<file path="config.mk">
export PLATFORM = sky130hd
export DESIGN_NAME = fpu_mul_result_commit_flat
export DESIGN_NICKNAME = d
export VERILOG_FILES = /design/src/rtl/fpu_pkg.sv /design/src/rtl/fpu_mul_result_commit_if.sv /design/src/rtl/fpu_skid_buf.sv /design/src/rtl/fpu_mul_result_commit.sv /design/src/flat_wrapper.sv
export SDC_FILE = /design/constraint.sdc
export NUM_CORES = 1
export LEC_CHECK = 0
export ABC_AREA = 0
export BUFFER_PORTS_ARGS = -buffer_cell sky130_fd_sc_hd__buf_2
export CAP_MARGIN = 5
export CELL_PAD_IN_SITES_DETAIL_PLACEMENT = 1
export CELL_PAD_IN_SITES_GLOBAL_PLACEMENT = 2
export CORE_ASPECT_RATIO = 0.5
export CORE_MARGIN = 5
export CORE_UTILIZATION = 36
export DETAILED_ROUTE_END_ITERATION = 8
export PLACE_DENSITY_LB_ADDON = 0.05
export SYNTH_ARGS = -nofsm -noshare
export SYNTH_HDL_FRONTEND = slang
export SYNTH_SLANG_ARGS = --single-unit
</file>
<file path="constraint.sdc">
create_clock -name clk -period 3.79 [get_ports clk]
set_input_delay 0.379 -clock clk [delete_from_list [all_inputs] [get_ports clk]]
set_output_delay 0.379 -clock clk [all_outputs]
set_load 0.1 [all_outputs]
</file>
<file path="src/rtl/fpu_pkg.sv">
// Shared constants and types for the FP32 multiplier result-commit slice.
package fpu_pkg;

  localparam int FLAG_NV = 3;
  localparam int FLAG_OF = 2;
  localparam int FLAG_UF = 1;
  localparam int FLAG_ZR = 0;

  localparam logic [7:0]  EXP_MAX = 8'hFF;
  localparam logic [31:0] QNAN    = {1'b0, EXP_MAX, 23'h400000};

  // Committed entry: 32-bit result followed by the 4 flag bits
  localparam int ENTRY_W = 36;

  typedef struct packed {
    logic        sign;
    logic [7:0]  exp;
    logic [22:0] mant;
  } fp32_t;

endpackage

</file>
<file path="src/rtl/fpu_mul_result_commit_if.sv">
// Product-in / result-out handshake bundle of the multiplier commit stage.
interface fpu_mul_result_commit_if;
  logic        in_valid;
  logic        in_ready;
  logic        sign_i;
  logic [7:0]  ez_i;
  logic [22:0] mz_i;
  logic        invalid_i;
  logic        overflow_i;
  logic        underflow_i;
  logic        zero_i;
  logic        out_valid;
  logic        out_ready;
  logic [31:0] result_o;
  logic [3:0]  flags_o;

  modport master (
    output in_valid, sign_i, ez_i, mz_i, invalid_i, overflow_i, underflow_i, zero_i,
    output out_ready,
    input  in_ready, out_valid, result_o, flags_o
  );

  modport slave (
    input  in_valid, sign_i, ez_i, mz_i, invalid_i, overflow_i, underflow_i, zero_i,
    input  out_ready,
    output in_ready, out_valid, result_o, flags_o
  );
endinterface

</file>
<file path="src/rtl/fpu_skid_buf.sv">
// Generic 2-entry valid/ready skid buffer, FIFO order, registered in_ready (= !full).
module fpu_skid_buf #(
  parameter int W = 36
) (
  input  logic         clk,
  input  logic         rst_n,
  input  logic         in_valid,
  output logic         in_ready,
  input  logic [W-1:0] in_data,
  output logic         out_valid,
  input  logic         out_ready,
  output logic [W-1:0] out_data
);

  logic [W-1:0] mem_reg [2];
  logic         wr_ptr_reg;
  logic         rd_ptr_reg;
  logic [1:0]   count_reg;
  logic [1:0]   count_next;
  logic         in_ready_reg;
  logic         push;
  logic         pop;

  assign push      = in_valid & in_ready_reg;
  assign out_valid = (count_reg != 2'd0);
  assign pop       = out_valid & out_ready;
  assign in_ready  = in_ready_reg;
  // Head entry is a register, so the output holds still during a stall
  assign out_data  = mem_reg[rd_ptr_reg];

  always_comb begin
    count_next = count_reg;
    if (push && !pop)
      count_next = count_reg + 2'd1;
    else if (!push && pop)
      count_next = count_reg - 2'd1;
  end

  always_ff @(posedge clk or negedge rst_n) begin
    if (!rst_n) begin
      wr_ptr_reg   <= 1'b0;
      rd_ptr_reg   <= 1'b0;
      count_reg    <= 2'd0;
      in_ready_reg <= 1'b1;
    end else begin
      if (push)
        wr_ptr_reg <= ~wr_ptr_reg;
      if (pop)
        rd_ptr_reg <= ~rd_ptr_reg;
      count_reg    <= count_next;
      in_ready_reg <= (count_next != 2'd2);
    end
  end

  for (genvar gi = 0; gi < 2; gi++) begin : g_entry
    always_ff @(posedge clk or negedge rst_n) begin
      if (!rst_n)
        mem_reg[gi] <= '0;
      else if (push && (wr_ptr_reg == 1'(gi)))
        mem_reg[gi] <= in_data;
    end
  end

endmodule

</file>
<file path="src/rtl/fpu_mul_result_commit.sv">
// Substitutes IEEE-754 special values from multiplier flags, buffers results in a 2-entry
// skid buffer, tracks sticky status and a saturating exception counter.
// Optional FPU_FLUSH_DENORM_EN: underflowing results are flushed to signed zero.
module fpu_mul_result_commit
  import fpu_pkg::*;
#(
  parameter logic [22:0] QNAN_MANT = 23'h400000,
  parameter int          CNT_W     = 8
) (
  input  logic                     clk,
  input  logic                     rst_n,
  fpu_mul_result_commit_if.slave   bus,
  input  logic                     sticky_clr,
  output logic [2:0]               sticky_o,
  output logic [CNT_W-1:0]         exc_cnt_o
);

  fp32_t               res_sel;
  logic [3:0]          flags_in;
  logic [ENTRY_W-1:0]  buf_out;
  logic                buf_in_ready;
  logic                buf_out_valid;
  logic                xfer;
  logic [2:0]          xfer_exc;
  logic [2:0]          sticky_reg;
  logic [CNT_W-1:0]    cnt_reg;

  always_comb begin
    flags_in          = '0;
    flags_in[FLAG_NV] = bus.invalid_i;
    flags_in[FLAG_OF] = bus.overflow_i;
    flags_in[FLAG_UF] = bus.underflow_i;
    flags_in[FLAG_ZR] = bus.zero_i;
  end

  always_comb begin
    res_sel = fp32_t'({bus.sign_i, bus.ez_i, bus.mz_i});
    if (bus.invalid_i)
      res_sel = fp32_t'({QNAN[31:23], QNAN_MANT});
    else if (bus.overflow_i)
      res_sel = fp32_t'({bus.sign_i, EXP_MAX, 23'h0});
    else if (bus.zero_i)
      res_sel = fp32_t'({bus.sign_i, 8'h00, 23'h0});
    else if (bus.underflow_i) begin
`ifdef FPU_FLUSH_DENORM_EN
      res_sel = fp32_t'({bus.sign_i, 8'h00, 23'h0});
`else
      res_sel = fp32_t'({bus.sign_i, 8'h00, bus.mz_i});
`endif
    end
  end

  fpu_skid_buf #(.W(ENTRY_W)) u_skid (
    .clk       (clk),
    .rst_n     (rst_n),
    .in_valid  (bus.in_valid),
    .in_ready  (buf_in_ready),
    .in_data   ({res_sel, flags_in}),
    .out_valid (buf_out_valid),
    .out_ready (bus.out_ready),
    .out_data  (buf_out)
  );

  assign bus.in_ready  = buf_in_ready;
  assign bus.out_valid = buf_out_valid;
  assign bus.result_o  = buf_out[ENTRY_W-1:4];
  assign bus.flags_o   = buf_out[3:0];

  assign xfer     = buf_out_valid & bus.out_ready;
  assign xfer_exc = xfer ? {buf_out[FLAG_NV], buf_out[FLAG_OF], buf_out[FLAG_UF]} : 3'b000;

  // Clear first, then OR in the transferring bits so a coincident set survives
  always_ff @(posedge clk or negedge rst_n) begin
    if (!rst_n)
      sticky_reg <= 3'b000;
    else
      sticky_reg <= (sticky_clr ? 3'b000 : sticky_reg) | xfer_exc;
  end

  always_ff @(posedge clk or negedge rst_n) begin
    if (!rst_n)
      cnt_reg <= '0;
    else if ((|xfer_exc) && (cnt_reg != {CNT_W{1'b1}}))
      cnt_reg <= cnt_reg + CNT_W'(1);
  end

  assign sticky_o  = sticky_reg;
  assign exc_cnt_o = cnt_reg;

endmodule
</file>
<file path="src/flat_wrapper.sv">
// flat-port wrapper written by rule: the top's interface ports become plain ports
module fpu_mul_result_commit_flat import fpu_pkg::*;
#(
  parameter logic [22:0] QNAN_MANT = 23'h400000,
  parameter int          CNT_W     = 8
)
  (clk, rst_n, sticky_clr, sticky_o, exc_cnt_o, bus_in_valid, bus_sign_i, bus_ez_i, bus_mz_i, bus_invalid_i, bus_overflow_i, bus_underflow_i, bus_zero_i, bus_out_ready, bus_in_ready, bus_out_valid, bus_result_o, bus_flags_o);
  fpu_mul_result_commit_if bus_i ();
  input  logic clk;
  input  logic rst_n;
  input  logic sticky_clr;
  output logic [2:0] sticky_o;
  output logic [CNT_W-1:0] exc_cnt_o;
  input wire logic [$bits(bus_i.in_valid)-1:0] bus_in_valid;
  input wire logic [$bits(bus_i.sign_i)-1:0] bus_sign_i;
  input wire logic [$bits(bus_i.ez_i)-1:0] bus_ez_i;
  input wire logic [$bits(bus_i.mz_i)-1:0] bus_mz_i;
  input wire logic [$bits(bus_i.invalid_i)-1:0] bus_invalid_i;
  input wire logic [$bits(bus_i.overflow_i)-1:0] bus_overflow_i;
  input wire logic [$bits(bus_i.underflow_i)-1:0] bus_underflow_i;
  input wire logic [$bits(bus_i.zero_i)-1:0] bus_zero_i;
  input wire logic [$bits(bus_i.out_ready)-1:0] bus_out_ready;
  output wire logic [$bits(bus_i.in_ready)-1:0] bus_in_ready;
  output wire logic [$bits(bus_i.out_valid)-1:0] bus_out_valid;
  output wire logic [$bits(bus_i.result_o)-1:0] bus_result_o;
  output wire logic [$bits(bus_i.flags_o)-1:0] bus_flags_o;
  assign bus_i.in_valid = bus_in_valid;
  assign bus_i.sign_i = bus_sign_i;
  assign bus_i.ez_i = bus_ez_i;
  assign bus_i.mz_i = bus_mz_i;
  assign bus_i.invalid_i = bus_invalid_i;
  assign bus_i.overflow_i = bus_overflow_i;
  assign bus_i.underflow_i = bus_underflow_i;
  assign bus_i.zero_i = bus_zero_i;
  assign bus_i.out_ready = bus_out_ready;
  assign bus_in_ready = bus_i.in_ready;
  assign bus_out_valid = bus_i.out_valid;
  assign bus_result_o = bus_i.result_o;
  assign bus_flags_o = bus_i.flags_o;
  fpu_mul_result_commit #(.QNAN_MANT(QNAN_MANT), .CNT_W(CNT_W)) u_core (.clk(clk), .rst_n(rst_n), .bus(bus_i), .sticky_clr(sticky_clr), .sticky_o(sticky_o), .exc_cnt_o(exc_cnt_o));
endmodule
</file>
==> metrics, run 1 <==
status=finished clean; CP max stage delay=1.01 ns; Max-slew headroom=0.3448; DRC viols=0; Worst Tran Pin Value=0.9828 ns; Post-CTS Resized=0; number of max-cap violations=0; Seq/Total Area, Yosys=0.5575; crit-path max FO=39; antenna cells=0; postcts setup bufs=0; kind of critical path=register to output port; ys flop type=dfrtp_1; IO Count=90; Gate Count Post-Synth=370; post-synthesis register bit count=88; Post-synth ARST share=1.000; via/cell ratio=4.982; # H-tree levels=3; Post-synth EDFFs=0; area of the core=0.01088 sq mm; Syn Area/Cell=10.68 sq um; FF+latch area=0.002205 sq mm; CTS sink cnt=88; Worst Path Required=3.41 ns; Critical Path Source Type=register; multi-input logic area=0.001613 sq mm; Initial DRC Count=71; CTS Hold Bufs=0; Layout area overhead=20.23%; Max Buffers Root-to-Sink=2; Final ANT Viol Nets=0; GP Congestion=0.7786; final hold vios=0; Yosys warnings=0; Setup Skew=0.006399 ns; DR WL/cell=16.68 um; fmax=400.9 MHz; crit path max-delay cell type=dfrtp_2; Initial Utilization=0.3634; Clock transition at path regs=0.06 ns; total number of vias=2989; antenna violations before repair=0; setup tns final=0 ns; final wirelength=10.01 mm; Tmin final=2.494 ns; port bufs=89; number of global-route vias before repair=3386; Largest register FFs=72; syn_nets=413; Total Routing Usage GR=0.1554; fin nets=493; crit path from=u_core.u_skid.rd_ptr_reg$_DFFE_PN0P_; largest net degree at the start of global routing=62; Fill cells=1228; Final HPWL DP=6.988 mm; HP Class=input pin to async pin; first-pass GRT wire length=16.46 mm; final slew viol count=0; Yosys cell types=34; Die Area=0.01330 sq mm; CTS tree=done; critical path arrival=2.12 ns; Post-Syn Area=0.003953 sq mm; unrepaired setup endpoints after global routing=no; die height=84.09 um; first drt pass iteration count=4; final setup vio count=0; Root Buffer Master=clkbuf_16; gr ovfl total=0; share of cells above drive strength 1=0.3560; Reg-to-Reg Start=u_core.u_skid.rd_ptr_reg$_DFFE_PN0P_; FP Rows=27; chip width=158.2 um; CTS buffer count=9; CP Capture Type=output port; Final period util=0.6582; Clk Latency, worst-skew pair=0.33 ns; CP Cell Sequence=mux2_2 -> buf_2
==> logic make-up after synthesis <==
logic type,share of synthesized area
buffers and inverters,0.03577
AO/OA/AOI/OAI,0.1133
flip-flops,0.5575
multiplexers,0.1415
AND/OR/NAND/NOR,0.1345
adder cells (fa/ha/maj),0.006330
XOR/XNOR,0.01108
==> stage by stage <==
step           utilization  area [sq um]  std cells  hold slack (ns)  worst slack, ns
5_1_grt             0.4369          4752        600           0.1914            1.180
3_5_place_dp        0.4122          4484        584           0.4716            1.609
4_1_cts             0.4369          4752        600           0.1539            1.252
2_1_floorplan            -          3953        370          0.08341            1.514
6_report            0.4369          4752        600           0.1228            1.296
3_3_place_gp        0.4122          4484        584           0.4549            1.632
==> cell type report <==
type                       count  area share
sequential                    88      0.4639
multi-input combinational    255      0.3394
timing repair buffer          92     0.09900
clock buffer                  13     0.05266
tap                          145     0.03818
clock inverter                 3    0.003686
inverter                       4    0.003160
==> worst paths after layout <==
path                                                               to  slack [ns]  cells after the start
max in group asynchronous       u_core.u_skid.mem_reg[53]$_DFFE_PN0P_        2.77                      2
worst max register to register        u_core.exc_cnt_o[1]$_DFFE_PN0P_        1.66                      4
worst max-delay path                                 bus_result_o[16]        1.30                      2
worst min register to register   u_core.u_skid.mem_reg[4]$_DFFE_PN0P_        0.48                      2
min in group clk                u_core.u_skid.mem_reg[12]$_DFFE_PN0P_        0.30                      3
worst min-delay path                  u_core.exc_cnt_o[6]$_DFFE_PN0P_        0.12                      1
==> Yosys cell counts, types with 4 or more instances <==
cell,count,area (sq um)
nand2_1,91,341.6
dfrtp_1,87,2177
o21ai_0,54,270.3
mux2_2,41,461.7
a21oi_1,12,60.06
clkbuf_1,10,37.54
o21ai_1,10,50.05
buf_2,8,40.04
mux2_4,5,75.07
inv_1,4,15.01
nor2_1,4,15.01
xnor2_1,4,35.03
==> routing by layer <==
metal / GRT usage / wire length, um / up-vias
li1: - / - / 1424
met1: 0.1927 / 4461 / 1490
met2: 0.2672 / 4956 / 66
met3: 0.04454 / 511 / 9
met4: 0.03793 / 78 / 0
met5: 0 / 0 / -
==> placed cells by master, fill, tap and decap left out, types with 5 or more instances in the layout <==
cell type   n
clkbuf_16   9
mux2_2     41
a21oi_1    12
nand2_1    91
buf_2      88
o21ai_0    54
dfrtp_1    86
mux2_4      5
o21ai_1    10
==> critical path, delay by kind of cell, from the launching register on <==
family	cells	cell delay [ns]
buf+inv	1	0.43
mux	1	0.33
flops	1	1.01
Power of run 1 is left out: the tool's default activity adds up to more than one toggle a clock period on the data nets, which glitch-free logic cannot reach.
==> run 2, diff against run 1 <==
--- a/config.mk
+++ b/config.mk
@@ -5,14 +5,14 @@
 export SDC_FILE = /design/constraint.sdc
 export NUM_CORES = 1
 export LEC_CHECK = 0
-export ABC_AREA = 0
+export ABC_AREA = 1
 export BUFFER_PORTS_ARGS = -buffer_cell sky130_fd_sc_hd__buf_2
 export CAP_MARGIN = 5
 export CELL_PAD_IN_SITES_DETAIL_PLACEMENT = 1
 export CELL_PAD_IN_SITES_GLOBAL_PLACEMENT = 2
 export CORE_ASPECT_RATIO = 0.5
 export CORE_MARGIN = 5
-export CORE_UTILIZATION = 36
+export CORE_UTILIZATION = 32
 export DETAILED_ROUTE_END_ITERATION = 8
 export PLACE_DENSITY_LB_ADDON = 0.05
 export SYNTH_ARGS = -nofsm -noshare
==> constraint.sdc (replaced) <==
create_clock -name clk -period 2.6 [get_ports clk]
set_input_delay 0.26 -clock clk [delete_from_list [all_inputs] [get_ports clk]]
set_output_delay 0.26 -clock clk [all_outputs]
set_load 0.1 [all_outputs]
==> metrics, run 2 <==
status=finished clean; final hold vios=0; Clock transition at path regs=0.06 ns; Worst Path Required=2.34 ns; Synth top area share=0.5134; final slew viol count=0; Final HPWL DP=7.421 mm; area of the core=0.01281 sq mm; Post-synth ARST share=1.000; Post-Syn Area=0.004240 sq mm; final setup vio count=0; Reg-to-Reg Start=u_core.u_skid.rd_ptr_reg$_DFFE_PN0P_; total number of vias=3496; most frequent cells in the layout=240 x nand2_1, 88 x buf_2, 86 x dfrtp_1, 31 x o21ai_1, 25 x o21ai_0; WHS Endpoint=u_core.sticky_o[1]$_DFF_PN0_; FP Rows=29; Yosys cell types=28; Gate Count Post-Synth=508; Critical R2R Capture=u_core.exc_cnt_o[7]$_DFFE_PN0P_; GP Congestion=0.7229; Tmin final=2.228 ns; IO Count=90; most used cell, CP=nand2_1; Final period util=0.8571; first-pass GRT wire length=18.65 mm; Final ANT Viol Nets=0; Hold Startpoint=sticky_clr; crit path max-delay cell type=dfrtp_2; Max Buffers Root-to-Sink=2; DR WL/cell=14.12 um; critical path arrival=1.97 ns; R2R Setup Slk=0.87 ns; final wirelength=10.83 mm; CTS buffer count=9; Worst Tran Pin Value=0.6964 ns; share of cells above drive strength 1=0.2630; CTS tree=done; CP Capture Type=output port; first drt pass iteration count=4; port bufs=89; setup tns final=0 ns; unrepaired setup endpoints after global routing=no; Area contributors post-synth=dfrtp_1 51%, nand2_1 21%, o21ai_2 4.5%, o21ai_1 3.7%, buf_6 3.2%; Post-synth EDFFs=0; Seq/Total Area, Yosys=0.5196; Initial Utilization=0.3311; Post-Layout Cell Count=767; worst hold stages=2; Bufs and invs on worst path=2; family with the most delay on the worst path=buffers and inverters; CTS sink cnt=88; antenna violations before repair=0; Critical Path Source Type=register; Initial DRC Count=240; Total Routing Usage GR=0.1446; commonest non-fill, non-tap cell in the layout=nand2_1; Util after Layout=0.3976; die height=91.40 um; crit-path max FO=28; Max-slew headroom=0.5357; hold slack=0.1250 ns; Die Area=0.01579 sq mm; Largest register FFs=72; # H-tree levels=3; area leader, netlist=dfrtp_1; CP Cell Sequence=inv_4 -> nand2_1 -> nand2_1 -> buf_2; largest net degree at the start of global routing=64; Setup Skew=0.006019 ns; Layout area overhead=20.09%; Fill cells=1622; DRC viols=0; gr ovfl total=0; HP Class=input pin to register; post-synthesis register bit count=88; r2r worst-path depth=8; fin nets=635; most common cell in the synthesized netlist=nand2_1; Yosys warnings=0; number of global-route vias before repair=3681; ys flop type=dfrtp_1; Clk Latency, worst-skew pair=0.33 ns; via/cell ratio=4.558; most frequent cells after synthesis=240 x nand2_1, 87 x dfrtp_1, 31 x o21ai_1, 25 x o21ai_0, 24 x inv_1; CP max stage delay=0.60 ns; fmax=448.7 MHz; Syn Area/Cell=8.347 sq um; kind of critical path=register to output port; DP Cell Count=750; antenna cells=0; number of max-cap violations=0; Root Buffer Master=clkbuf_16; chip width=172.8 um; syn_nets=551
## run 2: changes by cell type after synthesis, sizes merged, moves of 3 or more
cell    previous run  this run
a21oi             12         0
mux2              48         0
nand4              3         0
nor2               5         9
nand2             92       251
inv                4        30
nand3              3        21
clkbuf            10         7
o21ai             64        78
nand2b             3         0
a32o               3         0
## run 2: cell type report
class                           count  area [sq um]  share of cell area
Inverter                           31         123.9             0.02432
Tap cell                          170         212.7             0.04177
Clock buffer                       10         229.0             0.04496
Clock inverter                      6         83.83             0.01646
Timing Repair Buffer               95         508.0             0.09975
Sequential cell                    88          2205              0.4329
Multi-Input combinational cell    367          1730              0.3398
## run 2: kinds of logic (layout without fill, tap and decap cells)
group	after synthesis	count (layout)	share of synthesized area
xor gates and xnor gates	5	5	0.01033
and+or+nand+nor	281	281	0.2788
AOI/OAI and AO/OA	79	79	0.1130
adders and majority gates	2	2	0.005901
DFF	88	88	0.5196
buffers and inverters	53	142	0.07229
## run 2: repair_timing
item                                   4_1_cts  5_1_grt
setup buffers                                0        0
endpoints found under the hold margin       32        0
resized for setup                            0        0
hold buffers                                 1        0
## run 2: stage by stage
stage | instance area, sq um | setup slack, ns
after global routing | 5092 | 0.2281
after floorplan | 4240 | -0.4525
after CTS | 5092 | 0.3190
final | 5092 | 0.3716
after detailed placement | 4770 | 0.7068
after global placement | 4770 | 0.7397
## run 2: worst reg2reg max path, cell delays in order (launching register included)
cell and delay, ns:
dfrtp_2 0.68, inv_4 0.27, nand2_2 0.15, nand2_2 0.07, nand2_2 0.08, nand3_4 0.15, nand2_4 0.15, nand2_1 0.06
nand2_1 0.06
## run 2: per-layer routing
layer	up-vias	track usage	routed length, um
met5	-	0	0
met4	0	0.02551	59
met3	5	0.04606	482
met2	65	0.2251	4752
met1	1651	0.2011	5539
li1	1775	-	-
## run 2: how the worst max path moves through the flow
stage	startpoint	end	slack (ns)	cells after the start
6_report	u_core.u_skid.rd_ptr_reg$_DFFE_PN0P_	bus_flags_o[0]	0.37	4
5_1_grt	u_core.u_skid.rd_ptr_reg$_DFFE_PN0P_	bus_result_o[12]	0.23	4
4_1_cts	u_core.u_skid.rd_ptr_reg$_DFFE_PN0P_	bus_flags_o[0]	0.32	4
3_5_place_dp	u_core.u_skid.rd_ptr_reg$_DFFE_PN0P_	bus_result_o[12]	0.71	4
3_3_place_gp	u_core.u_skid.rd_ptr_reg$_DFFE_PN0P_	bus_result_o[12]	0.74	4
2_1_floorplan	u_core.u_skid.rd_ptr_reg$_DFFE_PN0P_	bus_result_o[24]	-0.45	3
Power of run 2 is left out for the same reason.
==> run 3, diff against run 2 <==
--- a/config.mk
+++ b/config.mk
@@ -6,7 +6,7 @@
 export NUM_CORES = 1
 export LEC_CHECK = 0
 export ABC_AREA = 1
-export BUFFER_PORTS_ARGS = -buffer_cell sky130_fd_sc_hd__buf_2
+export BUFFER_PORTS_ARGS = -buffer_cell sky130_fd_sc_hd__clkbuf_2
 export CAP_MARGIN = 5
 export CELL_PAD_IN_SITES_DETAIL_PLACEMENT = 1
 export CELL_PAD_IN_SITES_GLOBAL_PLACEMENT = 2
==> metrics, run 3 (synthesized netlist as in run 2, its figures left out) <==
Clk Latency, worst-skew pair=0.34 ns; via/cell ratio=4.538; antenna cells=0; gr ovfl total=0; R2R Setup Slk=1.02 ns; HP Class=input pin to register; Critical Path Source Type=register; PnR worst setup slack=0.5057 ns; Final ANT Viol Nets=0; Bufs and invs on worst path=2; Largest register FFs=72; Worst Tran Pin Value=0.6857 ns; fin nets=636; Initial DRC Count=142; status=finished clean; most used cell, CP=nand2_1; # H-tree levels=3; final hold vios=0; number of global-route vias before repair=3634; area of the core=0.01281 sq mm; critical path arrival=1.83 ns; DRC viols=0; Post-Layout Cell Count=768; final wirelength=11.08 mm; largest net degree at the start of global routing=64; Clock transition at path regs=0.06 ns; crit-path max FO=28; Layout area overhead=20.95%; setup tns final=0 ns; Final period util=0.8055; fmax=477.5 MHz; family with the most delay on the worst path=buffers and inverters; share of cells above drive strength 1=0.2659; first-pass GRT wire length=19.14 mm; crit path max-delay cell type=dfrtp_2; Tmin final=2.094 ns; CP Cell Sequence=inv_4 -> nand2_1 -> nand2_1 -> clkbuf_2; first drt pass iteration count=4; most frequent cells in the layout=240 x nand2_1, 88 x clkbuf_2, 86 x dfrtp_1, 31 x o21ai_1, 25 x o21ai_0; Initial Utilization=0.3311; post-place setup slack=0.8575 ns; Final HPWL DP=7.636 mm; CP Capture Type=output port; kind of critical path=register to output port; postcts setup bufs=0; Max Buffers Root-to-Sink=2; antenna violations before repair=0; Setup Skew=0.009027 ns; DR WL/cell=14.43 um; total number of vias=3485; Die Area=0.01579 sq mm; commonest non-fill, non-tap cell in the layout=nand2_1; unrepaired setup endpoints after global routing=no; CTS tree=done; final setup vio count=0; final slew viol count=0; port bufs=89; CTS sink cnt=88; FP Rows=29; Worst Path Required=2.34 ns; die height=91.40 um; Total Routing Usage GR=0.1475; number of max-cap violations=0; IO Count=90; Root Buffer Master=clkbuf_16; GP Congestion=0.7323; Max-slew headroom=0.5429; CTS buffer count=9; chip width=172.8 um; DP Cell Count=751; CP max stage delay=0.51 ns
run 3: layout make-up:
type	instances	area (sq um)
Timing Repair Buffer	96	515.5
Sequential cell	88	2205
Inverter	31	123.9
Tap cell	170	212.7
Multi-Input combinational cell	367	1730
Fill cell	1587	7680
Clock buffer	12	266.5
Clock inverter	4	75.07
run 3: worst register-to-register path, cell delays in order, from the launching register on:
cell and delay (ns):
dfrtp_2 0.51, inv_4 0.33, nand2_2 0.10, nand2_2 0.09, nand2_2 0.07, nand3_4 0.16, nand2_4 0.11, nand2_1 0.08
nand2_1 0.05
run 3: timing repair:
item	in CTS	in global routing
gates resized for setup	0	0
hold buffers	1	0
endpoints found under the hold margin	32	0
run 3: stage by stage:
step	utilization	hold slack [ns]	area [sq um]
2_1_floorplan	-	-0.03559	4240
3_3_place_gp	0.3730	0.2610	4777
3_5_place_dp	0.3730	0.2651	4777
4_1_cts	0.4004	0.1187	5129
5_1_grt	0.4004	0.1389	5129
6_report	0.4004	0.1291	5129
run 3: final timing paths:
| check | from | endpoint | depth (start not counted) |
|---|---|---|---|
| setup / recovery | u_core.u_skid.rd_ptr_reg$_DFFE_PN0P_ | bus_result_o[3] | 4 |
| hold / removal | sticky_clr | u_core.sticky_o[1]$_DFF_PN0_ | 2 |
| setup reg to reg | u_core.u_skid.rd_ptr_reg$_DFFE_PN0P_ | u_core.exc_cnt_o[2]$_DFFE_PN0P_ | 8 |
| hold reg to reg | u_core.u_skid.mem_reg[35]$_DFFE_PN0P_ | u_core.u_skid.mem_reg[35]$_DFFE_PN0P_ | 2 |
| max in group asynchronous | rst_n | u_core.u_skid.mem_reg[63]$_DFFE_PN0P_ | 3 |
| min in group asynchronous | rst_n | u_core.u_skid.mem_reg[70]$_DFFE_PN0P_ | 2 |
run 3: per-layer routing:
| layer | up-vias | global-route usage | wire, um |
|---|---|---|---|
| li1 | 1775 | - | - |
| met1 | 1632 | 0.2103 | 5673 |
| met2 | 72 | 0.2206 | 4781 |
| met3 | 6 | 0.04813 | 559 |
| met4 | 0 | 0.02943 | 65 |
| met5 | - | 0 | 0 |
Power of run 3 is left out for the same reason.
